--- config.mk ---
export PLATFORM = sky130hd
export DESIGN_NAME = pattern_pwm_multi
export DESIGN_NICKNAME = d
export VERILOG_FILES = /design/src/rtl/pattern_pwm_multi_pkg.sv /design/src/rtl/pattern_pwm_multi_chan.sv /design/src/rtl/pattern_pwm_multi.sv
export SDC_FILE = /design/constraint.sdc
export NUM_CORES = 1
export LEC_CHECK = 0
export BUFFER_PORTS_ARGS = -buffer_cell sky130_fd_sc_hd__buf_4
export CORE_MARGIN = 2
export CORE_UTILIZATION = 40
export DETAILED_ROUTE_END_ITERATION = 16
export PLACE_DENSITY = 0.54
export SYNTH_ARGS = -nofsm -noshare
export SYNTH_HDL_FRONTEND = slang
export SYNTH_SLANG_ARGS = --single-unit
--- constraint.sdc ---
create_clock -name clk -period 3.8 [get_ports clk]
set_clock_uncertainty 0.15 [all_clocks]
set_input_delay 0.38 -clock clk [delete_from_list [all_inputs] [get_ports clk]]
set_output_delay 0.38 -clock clk [all_outputs]
set_load 0.005 [all_outputs]
--- src/rtl/pattern_pwm_multi_pkg.sv ---
// Shared definitions for the multi-channel pattern PWM generator.
// Covers config register addresses, CTRL bit positions and channel state encodings.
package pattern_pwm_multi_pkg;

  localparam logic [2:0] REG_DUTY  = 3'd0;
  localparam logic [2:0] REG_GAP   = 3'd1;
  localparam logic [2:0] REG_NUM   = 3'd2;
  localparam logic [2:0] REG_PAT   = 3'd3;
  localparam logic [2:0] REG_DELAY = 3'd4;
  localparam logic [2:0] REG_CTRL  = 3'd5;

  localparam int CTRL_POL_BIT = 0;

  typedef enum logic [1:0] {
    ST_IDLE  = 2'd0,
    ST_DELAY = 2'd1,
    ST_RUN   = 2'd2,
    ST_GAP   = 2'd3
  } chan_state_e;

endpackage

--- src/rtl/pattern_pwm_multi_chan.sv ---
// One PWM pattern channel: shadow config, active config committed on start,
// DELAY/RUN/GAP sequencer and a registered output stage.
module pattern_pwm_multi_chan
  import pattern_pwm_multi_pkg::*;
#(
  parameter int PAT_W  = 16,
  parameter int DATA_W = 16
) (
  input  logic              clk,
  input  logic              rst,
  input  logic              cfg_we,
  input  logic [2:0]        cfg_addr,
  input  logic [DATA_W-1:0] cfg_wdata,
  input  logic              start,
  input  logic              stop,
  output logic              pwm_out,
  output logic              busy,
  output logic              valid
);

  localparam int BIT_W = $clog2(PAT_W);
  localparam logic [BIT_W-1:0]  LAST_BIT = BIT_W'(PAT_W - 1);
  localparam logic [DATA_W-1:0] CNT_MAX  = '1;
  localparam logic [DATA_W-1:0] ONE      = DATA_W'(1);

  chan_state_e state_q, state_d;

  logic [DATA_W-1:0] duty_sh_q, duty_sh_d, gap_sh_q, gap_sh_d;
  logic [DATA_W-1:0] num_sh_q, num_sh_d, delay_sh_q, delay_sh_d;
  logic [PAT_W-1:0]  pat_sh_q, pat_sh_d;
  logic              pol_sh_q, pol_sh_d;

  logic [DATA_W-1:0] duty_q, duty_d, gap_q, gap_d, num_q, num_d, delay_q, delay_d;
  logic [PAT_W-1:0]  pat_q, pat_d;
  logic              pol_q, pol_d, started_q, started_d;

  logic [DATA_W-1:0] cnt_q, cnt_d, rep_q, rep_d, rep_inc;
  logic [BIT_W-1:0]  bit_q, bit_d;
  logic              done_q, done_d;
  logic              pwm_q, pwm_d, busy_q, busy_d, valid_q, valid_d;

  always_ff @(posedge clk) begin
    if (rst) begin
      state_q    <= ST_IDLE;
      duty_sh_q  <= '0;
      gap_sh_q   <= '0;
      num_sh_q   <= '0;
      delay_sh_q <= '0;
      pat_sh_q   <= '0;
      pol_sh_q   <= 1'b0;
      duty_q     <= '0;
      gap_q      <= '0;
      num_q      <= '0;
      delay_q    <= '0;
      pat_q      <= '0;
      pol_q      <= 1'b0;
      started_q  <= 1'b0;
      cnt_q      <= '0;
      rep_q      <= '0;
      bit_q      <= '0;
      done_q     <= 1'b0;
      pwm_q      <= 1'b0;
      busy_q     <= 1'b0;
      valid_q    <= 1'b0;
    end else begin
      state_q    <= state_d;
      duty_sh_q  <= duty_sh_d;
      gap_sh_q   <= gap_sh_d;
      num_sh_q   <= num_sh_d;
      delay_sh_q <= delay_sh_d;
      pat_sh_q   <= pat_sh_d;
      pol_sh_q   <= pol_sh_d;
      duty_q     <= duty_d;
      gap_q      <= gap_d;
      num_q      <= num_d;
      delay_q    <= delay_d;
      pat_q      <= pat_d;
      pol_q      <= pol_d;
      started_q  <= started_d;
      cnt_q      <= cnt_d;
      rep_q      <= rep_d;
      bit_q      <= bit_d;
      done_q     <= done_d;
      pwm_q      <= pwm_d;
      busy_q     <= busy_d;
      valid_q    <= valid_d;
    end
  end

  always_comb begin
    duty_sh_d  = duty_sh_q;
    gap_sh_d   = gap_sh_q;
    num_sh_d   = num_sh_q;
    delay_sh_d = delay_sh_q;
    pat_sh_d   = pat_sh_q;
    pol_sh_d   = pol_sh_q;
    if (cfg_we) begin
      case (cfg_addr)
        REG_DUTY:  duty_sh_d  = cfg_wdata;
        REG_GAP:   gap_sh_d   = cfg_wdata;
        REG_NUM:   num_sh_d   = cfg_wdata;
        REG_PAT:   pat_sh_d   = cfg_wdata[PAT_W-1:0];
        REG_DELAY: delay_sh_d = cfg_wdata;
        REG_CTRL:  pol_sh_d   = cfg_wdata[CTRL_POL_BIT];
        default:   ;
      endcase
    end
  end

  // Start samples the registered shadow, so a same-cycle write lands only in the shadow.
  always_comb begin
    state_d   = state_q;
    duty_d    = duty_q;
    gap_d     = gap_q;
    num_d     = num_q;
    delay_d   = delay_q;
    pat_d     = pat_q;
    pol_d     = pol_q;
    started_d = started_q;
    cnt_d     = cnt_q;
    rep_d     = rep_q;
    bit_d     = bit_q;
    done_d    = 1'b0;
    rep_inc   = (rep_q == CNT_MAX) ? rep_q : rep_q + ONE;
    case (state_q)
      ST_IDLE: begin
        if (start && !stop) begin
          duty_d    = duty_sh_q;
          gap_d     = gap_sh_q;
          num_d     = num_sh_q;
          delay_d   = delay_sh_q;
          pat_d     = pat_sh_q;
          pol_d     = pol_sh_q;
          started_d = 1'b1;
          cnt_d     = '0;
          rep_d     = '0;
          bit_d     = '0;
          if (duty_sh_q == '0)       state_d = ST_IDLE;
          else if (delay_sh_q != '0) state_d = ST_DELAY;
          else                       state_d = ST_RUN;
        end
      end
      ST_DELAY: begin
        if (cnt_q == delay_q - ONE) begin
          cnt_d   = '0;
          state_d = ST_RUN;
        end else begin
          cnt_d = cnt_q + ONE;
        end
      end
      ST_RUN: begin
        if (cnt_q == duty_q - ONE) begin
          cnt_d = '0;
          if (bit_q == LAST_BIT) begin
            bit_d = '0;
            rep_d = rep_inc;
            if (num_q != '0 && rep_inc == num_q) begin
              state_d = ST_IDLE;
              done_d  = 1'b1;
            end else if (gap_q != '0) begin
              state_d = ST_GAP;
            end
          end else begin
            bit_d = bit_q + BIT_W'(1);
          end
        end else begin
          cnt_d = cnt_q + ONE;
        end
      end
      ST_GAP: begin
        if (cnt_q == gap_q - ONE) begin
          cnt_d   = '0;
          state_d = ST_RUN;
        end else begin
          cnt_d = cnt_q + ONE;
        end
      end
      default: state_d = ST_IDLE;
    endcase
    if (stop && state_q != ST_IDLE) begin
      state_d = ST_IDLE;
      done_d  = 1'b0;
    end
  end

  // Before the first start the idle level follows the shadow polarity.
  always_comb begin
    pwm_d   = pol_q;
    busy_d  = (state_q != ST_IDLE);
    valid_d = done_q;
    case (state_q)
      ST_RUN:  pwm_d = pat_q[bit_q] ^ pol_q;
      ST_IDLE: pwm_d = started_q ? pol_q : pol_sh_q;
      default: pwm_d = pol_q;
    endcase
  end

  assign pwm_out = pwm_q;
  assign busy    = busy_q;
  assign valid   = valid_q;

endmodule

--- src/rtl/pattern_pwm_multi.sv ---
// N-channel pattern PWM generator: decodes the shared config bus into
// per-channel write enables and fans the start/stop strobes out by mask.
module pattern_pwm_multi
  import pattern_pwm_multi_pkg::*;
#(
  parameter int N_CH   = 2,
  parameter int PAT_W  = 16,
  parameter int DATA_W = 16,
  parameter int CH_W   = (N_CH > 1) ? $clog2(N_CH) : 1
) (
  input  logic              clk,
  input  logic              rst,
  input  logic              cfg_we,
  input  logic [CH_W-1:0]   cfg_ch,
  input  logic [2:0]        cfg_addr,
  input  logic [DATA_W-1:0] cfg_wdata,
  input  logic              start,
  input  logic [N_CH-1:0]   start_mask,
  input  logic              stop,
  input  logic [N_CH-1:0]   stop_mask,
  output logic [N_CH-1:0]   pwm_out,
  output logic [N_CH-1:0]   busy,
  output logic [N_CH-1:0]   valid
);

  for (genvar k = 0; k < N_CH; k++) begin : g_chan
    logic we_k;
    assign we_k = cfg_we && (cfg_ch == CH_W'(k));

    pattern_pwm_multi_chan #(
      .PAT_W  (PAT_W),
      .DATA_W (DATA_W)
    ) u_chan (
      .clk       (clk),
      .rst       (rst),
      .cfg_we    (we_k),
      .cfg_addr  (cfg_addr),
      .cfg_wdata (cfg_wdata),
      .start     (start && start_mask[k]),
      .stop      (stop && stop_mask[k]),
      .pwm_out   (pwm_out[k]),
      .busy      (busy[k]),
      .valid     (valid[k])
    );
  end

endmodule
==> results of run 1 <==
-- worst paths after layout --
check	from	endpoint
min reg2reg	g_chan[1].u_chan.pat_sh_q[2]$_SDFFE_PP0P_	g_chan[1].u_chan.pat_q[2]$_SDFFE_PP0P_
max reg2reg	g_chan[1].u_chan.gap_q[0]$_SDFFE_PP0P_	g_chan[1].u_chan.state_q[0]$_SDFFE_PP0P_
min	cfg_wdata[1]	g_chan[1].u_chan.pat_sh_q[1]$_SDFFE_PP0P_
max	g_chan[1].u_chan.gap_q[0]$_SDFFE_PP0P_	g_chan[1].u_chan.state_q[0]$_SDFFE_PP0P_
-- through the flow --
stage / setup WS, ps / util [%] / std cells / cell area, µm²
floorplan: 262 / - / 2754 / 20500
global placement: 222 / 42.4 / 3320 / 21400
detailed placement: 121 / 42.4 / 3320 / 21400
CTS: 95.0 / 45.8 / 3413 / 23100
global route: 6.71 / 46.0 / 3415 / 23200
finish: 171 / 46.0 / 3415 / 23200
-- logic make-up after synthesis --
logic type                 share of synthesized area [%]
and+or+nand+nor                                     29.1
AOI/OAI and AO/OA                                   17.2
DFF                                                 40.0
buffers and inverters                               4.69
xor gates and xnor gates                            6.69
muxes                                               1.55
adders and majority gates                          0.732
-- placed cells by master, fill, tap and decap left out, types with 18 or more instances in the layout --
cell         n
nand2_1    743
dfxtp_1    410
a21oi_1    401
nor2_1     110
buf_4      105
xnor2_1     97
nor3_1      70
o21ai_0     69
nand3_1     66
nor4_1      59
xor2_1      57
clkbuf_16   49
a31oi_1     36
nand4_1     36
and3_1      32
inv_1       31
nand2b_1    28
or3_1       23
nor2b_1     18
-- critical path, cell delays in order (launching register included) --
cell	delay (ps)
dfxtp_1	360
or4_1	590
or4_1	530
a21o_1	190
a221o_1	310
or4_1	550
a2bb2oi_2	190
nand2_1	130
o31a_1	320
a311oi_1	220
-- per-layer routing --
| layer | global-route usage [%] | wire [µm] | share of wire, % | up-vias |
|---|---|---|---|---|
| met5 | 0 | 33 | 0.053 | - |
| li1 | - | - | - | 9439 |
| met2 | 36.1 | 27700 | 45 | 407 |
| met3 | 4.25 | 3280 | 5.3 | 97 |
| met1 | 31.3 | 29000 | 47 | 8903 |
| met4 | 7.36 | 1670 | 2.7 | 6 |
-- state kept, by name, indices dropped and copies added (netlist names) --
register / count
g_chan.u_chan.bit_q: 8
g_chan.u_chan.delay_q: 32
g_chan.u_chan.pol_sh_q: 2
g_chan.u_chan.gap_sh_q: 32
g_chan.u_chan.gap_q: 32
g_chan.u_chan.started_q: 2
g_chan.u_chan.pat_q: 32
g_chan.u_chan.num_q: 32
g_chan.u_chan.pol_q: 2
g_chan.u_chan.pat_sh_q: 32
g_chan.u_chan.delay_sh_q: 32
g_chan.u_chan.rep_q: 32
g_chan.u_chan.valid: 2
g_chan.u_chan.num_sh_q: 32
g_chan.u_chan.cnt_q: 32
g_chan.u_chan.busy: 2
g_chan.u_chan.pwm_out: 2
g_chan.u_chan.duty_sh_q: 32
g_chan.u_chan.done_q: 2
g_chan.u_chan.duty_q: 32
g_chan.u_chan.state_q: 4
-- report_power, final --
group,switching (mW),total [mW],internal (mW)
Combinational,0.792,1.13,0.339
Clock,1.92,4.87,2.96
Sequential,0.110,4.48,4.37
Total,2.82,10.5,7.67
-- layout make-up --
| cell class | count | share of cell area (%) |
|---|---|---|
| multi-input combinational | 2100 | 49.3 |
| sequential | 410 | 35.4 |
| clock buffer | 66 | 5.96 |
| timing repair buffer | 114 | 3.91 |
| tap | 672 | 3.63 |
| clock inverter | 22 | 1.29 |
| inverter | 31 | 0.503 |
-- repair_timing --
action,4_1_cts,5_1_grt
setup endpoints to repair,0,45
setup buffers,0,2
hold endpoints to repair,22,0
resized for setup,0,13
hold buffers,5,0
==> results_dict.tcl, run 1 <==
set metrics [dict create \
    fill_cells 5046 \
    row_count 82 \
    wl_per_cell_um 18.1 \
    crit_path_end_kind "flop" \
    clockRootBuffer "clkbuf_16" \
    grt_max_degree 212 \
    ir_drop_mv 0.292 \
    max_freq_ghz 0.276 \
    netlist_area_um2 20500 \
    core_um2 50400 \
    post-route-min-period_ps 3630 \
    critPathKind "reg2reg" \
    yosys-top-cells-area "dfxtp_1 40%, nand2_1 14%, a21oi_1 9.8%, xnor2_1 4.1%, clkbuf_1 3.4%" \
    ant_nets 0 \
    drt_first_pass_iters 5 \
    start_util_pct 40.7 \
    wl_um 61700 \
    cts_buffer_depth 3 \
    seq_area_um2 8210 \
    place_congestion 0.894 \
    slew_viol_final 0 \
    port_buffers 34 \
    reg2reg_depth 9 \
    syn_nets 2795 \
    yosys.cell_count.top_type "nand2_1" \
    synth_top_cell_area_share_pct 40.0 \
    syn_to_final_growth_pct 12.9 \
    async_flop_share_pct 0 \
    cap_violations 0 \
    synthCells 2754 \
    place_hpwl_um 41500 \
    final_nets 2746 \
    outcome "finished clean" \
    worstSetupStartpointType "flop" \
    die_w_um 230 \
    grt_pass1_wl_um 97400 \
    insertion_delay_ps 590 \
    fin_crit_sh_pct 95.5 \
    htree_levels 2 \
    cts_tree "done" \
    worstHoldPathType "in2reg" \
    timing.hold.ws_ps 28.6 \
    synth_edf_count 0 \
    cp.required_ps 4140 \
    whs_path_depth 3 \
    grt_remaining_overflow 0 \
    maxSlewHeadroom_pct 20.2 \
    clock-sinks 410 \
    cp.arrival_ps 3970 \
    yosysWarnings 0 \
    rsz0062_at_grt "no" \
    r2r_slack_ps 170 \
    cts.reportedPaths.clkPinSlew_ps 60 \
    dieArea_um2 53100 \
    drc 0 \
    ys_top_cells_by_count "743 x nand2_1, 410 x dfxtp_1, 402 x a21oi_1" \
    die_h_um 230 \
    synth_cell_types 80 \
    ys.flop_type "dfxtp_1" \
    synth_top_cell_by_area "dfxtp_1" \
    io-pin-count 35 \
    hold_violations 0 \
    tightest_slew_ps 1190 \
    grt_usage_pct 22.8 \
    setup_violations 0 \
    synth_seq_cells 410 \
    avgViaCountPerCell 5.52 \
    grt_pass1_vias 17247 \
    total_power_mw 10.5 \
    drtIter0Drc 1546 \
    p_leak_nw 7.80 \
    diodes 0 \
    post_route_cells_drive_above_1_share_pct 8.71 \
    fin_setup_tns_ps 0 \
    cp_max_fo 6 \
    cts_made_buffers 48 \
    num_vias 18852 \
    multi_input_area_um2 11400 \
    ys_seq_area_share_pct 40.0 \
    power_density_nw_per_um2 453 \
    synth.avg_cell_area_um2 7.45 \
    antenna_found_initial 3 \
]
No activity file was read; power rests on OpenSTA's default activity.
==> inputs of run 2 (changes only) <==
--- a/config.mk
+++ b/config.mk
@@ -6,10 +6,12 @@
 export NUM_CORES = 1
 export LEC_CHECK = 0
 export BUFFER_PORTS_ARGS = -buffer_cell sky130_fd_sc_hd__buf_4
+export CAP_MARGIN = 20
 export CORE_MARGIN = 2
 export CORE_UTILIZATION = 40
 export DETAILED_ROUTE_END_ITERATION = 16
 export PLACE_DENSITY = 0.54
 export SYNTH_ARGS = -nofsm -noshare
 export SYNTH_HDL_FRONTEND = slang
+export SYNTH_HIERARCHICAL = 1
 export SYNTH_SLANG_ARGS = --single-unit
==> run 2 against run 1 <==
Net effect:
- via count is 2.4% higher
- clock power shrank 4.9%
- non-clock buffer count grew 15
- sequential power is 2% lower
- first-iteration DRC count grew 5.7%
- sequential cell count is the same
- fmax shrank 1.4%
- count of clock-buffer cells in the layout fell by 3
- register-to-register slack got worse by 50 ps
- wire length is 1.8% higher
- synthesized cell count grew 0.69%
- critical endpoint is now g_chan[0].u_chan/state_q[0]$_SDFFE_PP0P_
==> results_dict.tcl, run 2 <==
set metrics [dict create \
    outcome "finished clean" \
    cts_made_buffers 47 \
    synth_top_cell_area_share_pct 39.5 \
    place_congestion 0.932 \
    ant_nets 0 \
    num_vias 19308 \
    clock-sinks 410 \
    start_util_pct 40.5 \
    io-pin-count 35 \
    ys_seq_area_share_pct 39.5 \
    synth_seq_cells 410 \
    crit_top_cell "or4_1" \
    antenna_found_initial 0 \
    tightest_slew_ps 1040 \
    cp.required_ps 4130 \
    yosysWarnings 6 \
    clockRootBuffer "clkbuf_16" \
    grt_pass1_wl_um 99400 \
    finish.utilization_pct 45.8 \
    dieArea_um2 53800 \
    final_common_cell "nand2_1" \
    port_buffers 34 \
    worstReg2RegStart "g_chan[0].u_chan/rep_q[11]$_SDFFE_PP0P_" \
    cts_buffer_depth 3 \
    synth.avg_cell_area_um2 7.49 \
    path_cells "nand4_1 > buf_4 > nor3_1 > a31o_2 > o221ai_1 > or4_1 > or4_1 > o31ai_1 > nand3_1 > and4_1" \
    design_area_um2 23500 \
    grt_max_degree 119 \
    synth_cell_types 88 \
    slowest_stage "or4_1" \
    fin_crit_sh_pct 96.9 \
    wl_per_cell_um 18.1 \
    hold_violations 0 \
    yosys.cell_count.top_type "nand2_1" \
    crit_end "g_chan[0].u_chan/state_q[0]$_SDFFE_PP0P_" \
    final_cell_mix "755 x nand2_1, 410 x dfxtp_1, 394 x a21oi_1" \
    syn_to_final_growth_pct 13.1 \
    drc 0 \
    dp_cells 3377 \
    total_power_mw 9.52 \
    worstHoldPathType "in2reg" \
    drtIter0Drc 1634 \
    cts.reportedPaths.clkPinSlew_ps 60 \
    diodes 0 \
    worstSetupStartpointType "flop" \
    critPathKind "reg2reg" \
    cts_tree "done" \
    ir_drop_mv 0.301 \
    maxSlewHeadroom_pct 30.7 \
    htree_levels 2 \
    post_route_cells_drive_above_1_share_pct 9.18 \
    reg2reg_depth 10 \
    fin_cells 3469 \
    grt_usage_pct 23.1 \
    die_w_um 232 \
    ys.flop_type "dfxtp_1" \
    slew_viol_final 0 \
    synth_edf_count 0 \
    avgViaCountPerCell 5.57 \
    grt_remaining_overflow 0 \
    crit_path_end_kind "flop" \
    r2r_end "g_chan[0].u_chan/state_q[0]$_SDFFE_PP0P_" \
    cp.arrival_ps 4010 \
    post-route-min-period_ps 3680 \
    rsz0062_at_grt "yes" \
    cp-startpoint "g_chan[0].u_chan/rep_q[11]$_SDFFE_PP0P_" \
    wl_um 62800 \
    ys_top_cells_by_count "756 x nand2_1, 410 x dfxtp_1, 395 x a21oi_1" \
    core_um2 51300 \
    r2r_slack_ps 120 \
    synthCells 2773 \
    power_density_nw_per_um2 405 \
    max_freq_ghz 0.272 \
    p_leak_nw 8.14 \
    syn_nets 2814 \
    place_hpwl_um 42600 \
    grt_pass1_vias 17796 \
    row_count 83 \
    worstHoldStart "cfg_wdata[2]" \
    dpl_cell_area_um2 21800 \
    cap_violations 0 \
    yosys-top-cells-area "dfxtp_1 39%, nand2_1 14%, a21oi_1 9.5%, xnor2_1 4.4%, clkbuf_1 3.1%" \
    netlist_area_um2 20800 \
    final_nets 2797 \
    setup_violations 0 \
    async_flop_share_pct 0 \
    insertion_delay_ps 580 \
    slowest_delay_ps 560 \
    cp_max_fo 9 \
    drt_first_pass_iters 7 \
    synth_top_cell_by_area "dfxtp_1" \
    die_h_um 232 \
]
==> run 2: changes by cell type after synthesis, sizes merged, moves of 9 or more <==
| cell | before | now |
|---|---|---|
| clkbuf | 189 | 173 |
| inv | 31 | 41 |
| nor2 | 111 | 120 |
| a31oi | 36 | 18 |
| nand2b | 28 | 17 |
| mux2i | 7 | 16 |
| nor4 | 64 | 52 |
| nor3 | 74 | 54 |
| a21o | 4 | 17 |
| nand2 | 743 | 756 |
==> run 2: area by class of cell <==
| class | count | area (µm²) |
|---|---|---|
| multi-input cells | 2125 | 11700 |
| clock buffers | 63 | 1320 |
| well taps | 680 | 851 |
| repair buffers | 129 | 1010 |
| flip-flops and latches | 410 | 8210 |
| fillers | 5213 | 27800 |
| clock inverters | 19 | 254 |
| inverters | 43 | 161 |
==> run 2: critical path, delay by kind of cell (launching register included) <==
family / cells / cell delay [ps]
and+or+nand+nor: 6 / 2080
AOI/OAI and AO/OA: 3 / 630
buffers and inverters: 1 / 270
DFF: 1 / 450
==> run 2: metrics by stage <==
stage	setup WS [ps]	setup TNS, ps	hold slack [ps]
floorplan	498	0	264
global placement	99.7	0	273
detailed placement	132	0	276
CTS	79.5	0	12.7
global route	-2.01	-2.01	31.4
finish	119	0	41.3
==> run 2: power by group <==
| group | switching [mW] | leakage (nW) | internal (mW) |
|---|---|---|---|
| Clock | 1.86 | 0.752 | 2.77 |
| Sequential | 0.0392 | 3.31 | 4.34 |
| Combinational | 0.368 | 4.09 | 0.139 |
==> run 2: kinds of logic after synthesis <==
kind of cell    count (synthesis)  share of synthesized area, %
compound gates                633                          17.8
xor+xnor                      165                          6.95
fa+ha+maj                      12                         0.722
buf+inv                       239                          4.55
flops                         410                          39.5
mux                            29                          2.02
simple gates                 1285                          28.5
==> run 2: what timing repair did <==
| action | in CTS | in global routing |
|---|---|---|
| hold buffers | 7 | 0 |
| hold endpoints to repair | 26 | 0 |
| setup endpoints to repair | 0 | 27 |
| setup buffers | 0 | 2 |
| resized for setup | 0 | 9 |
==> run 2: worst min path at each step <==
stage | end | depth (start not counted)
2_1_floorplan | g_chan[0].u_chan/valid$_SDFF_PP0_ | 1
6_report | g_chan[1].u_chan/num_sh_q[2]$_SDFFE_PP0P_ | 3
5_1_grt | g_chan[1].u_chan/pat_sh_q[2]$_SDFFE_PP0P_ | 3
4_1_cts | g_chan[0].u_chan/delay_sh_q[10]$_SDFFE_PP0P_ | 3
3_5_place_dp | g_chan[1].u_chan/valid$_SDFF_PP0_ | 1
3_3_place_gp | g_chan[1].u_chan/valid$_SDFF_PP0_ | 1
==> run 2: routing by layer <==
| metal | track usage, % | routed length [µm] | vias up |
|---|---|---|---|
| met5 | 0 | 0 | - |
| met4 | 8.29 | 1940 | 0 |
| met3 | 2.32 | 2620 | 107 |
| met2 | 37.4 | 29000 | 454 |
| met1 | 31.7 | 29300 | 9181 |
| li1 | - | - | 9566 |
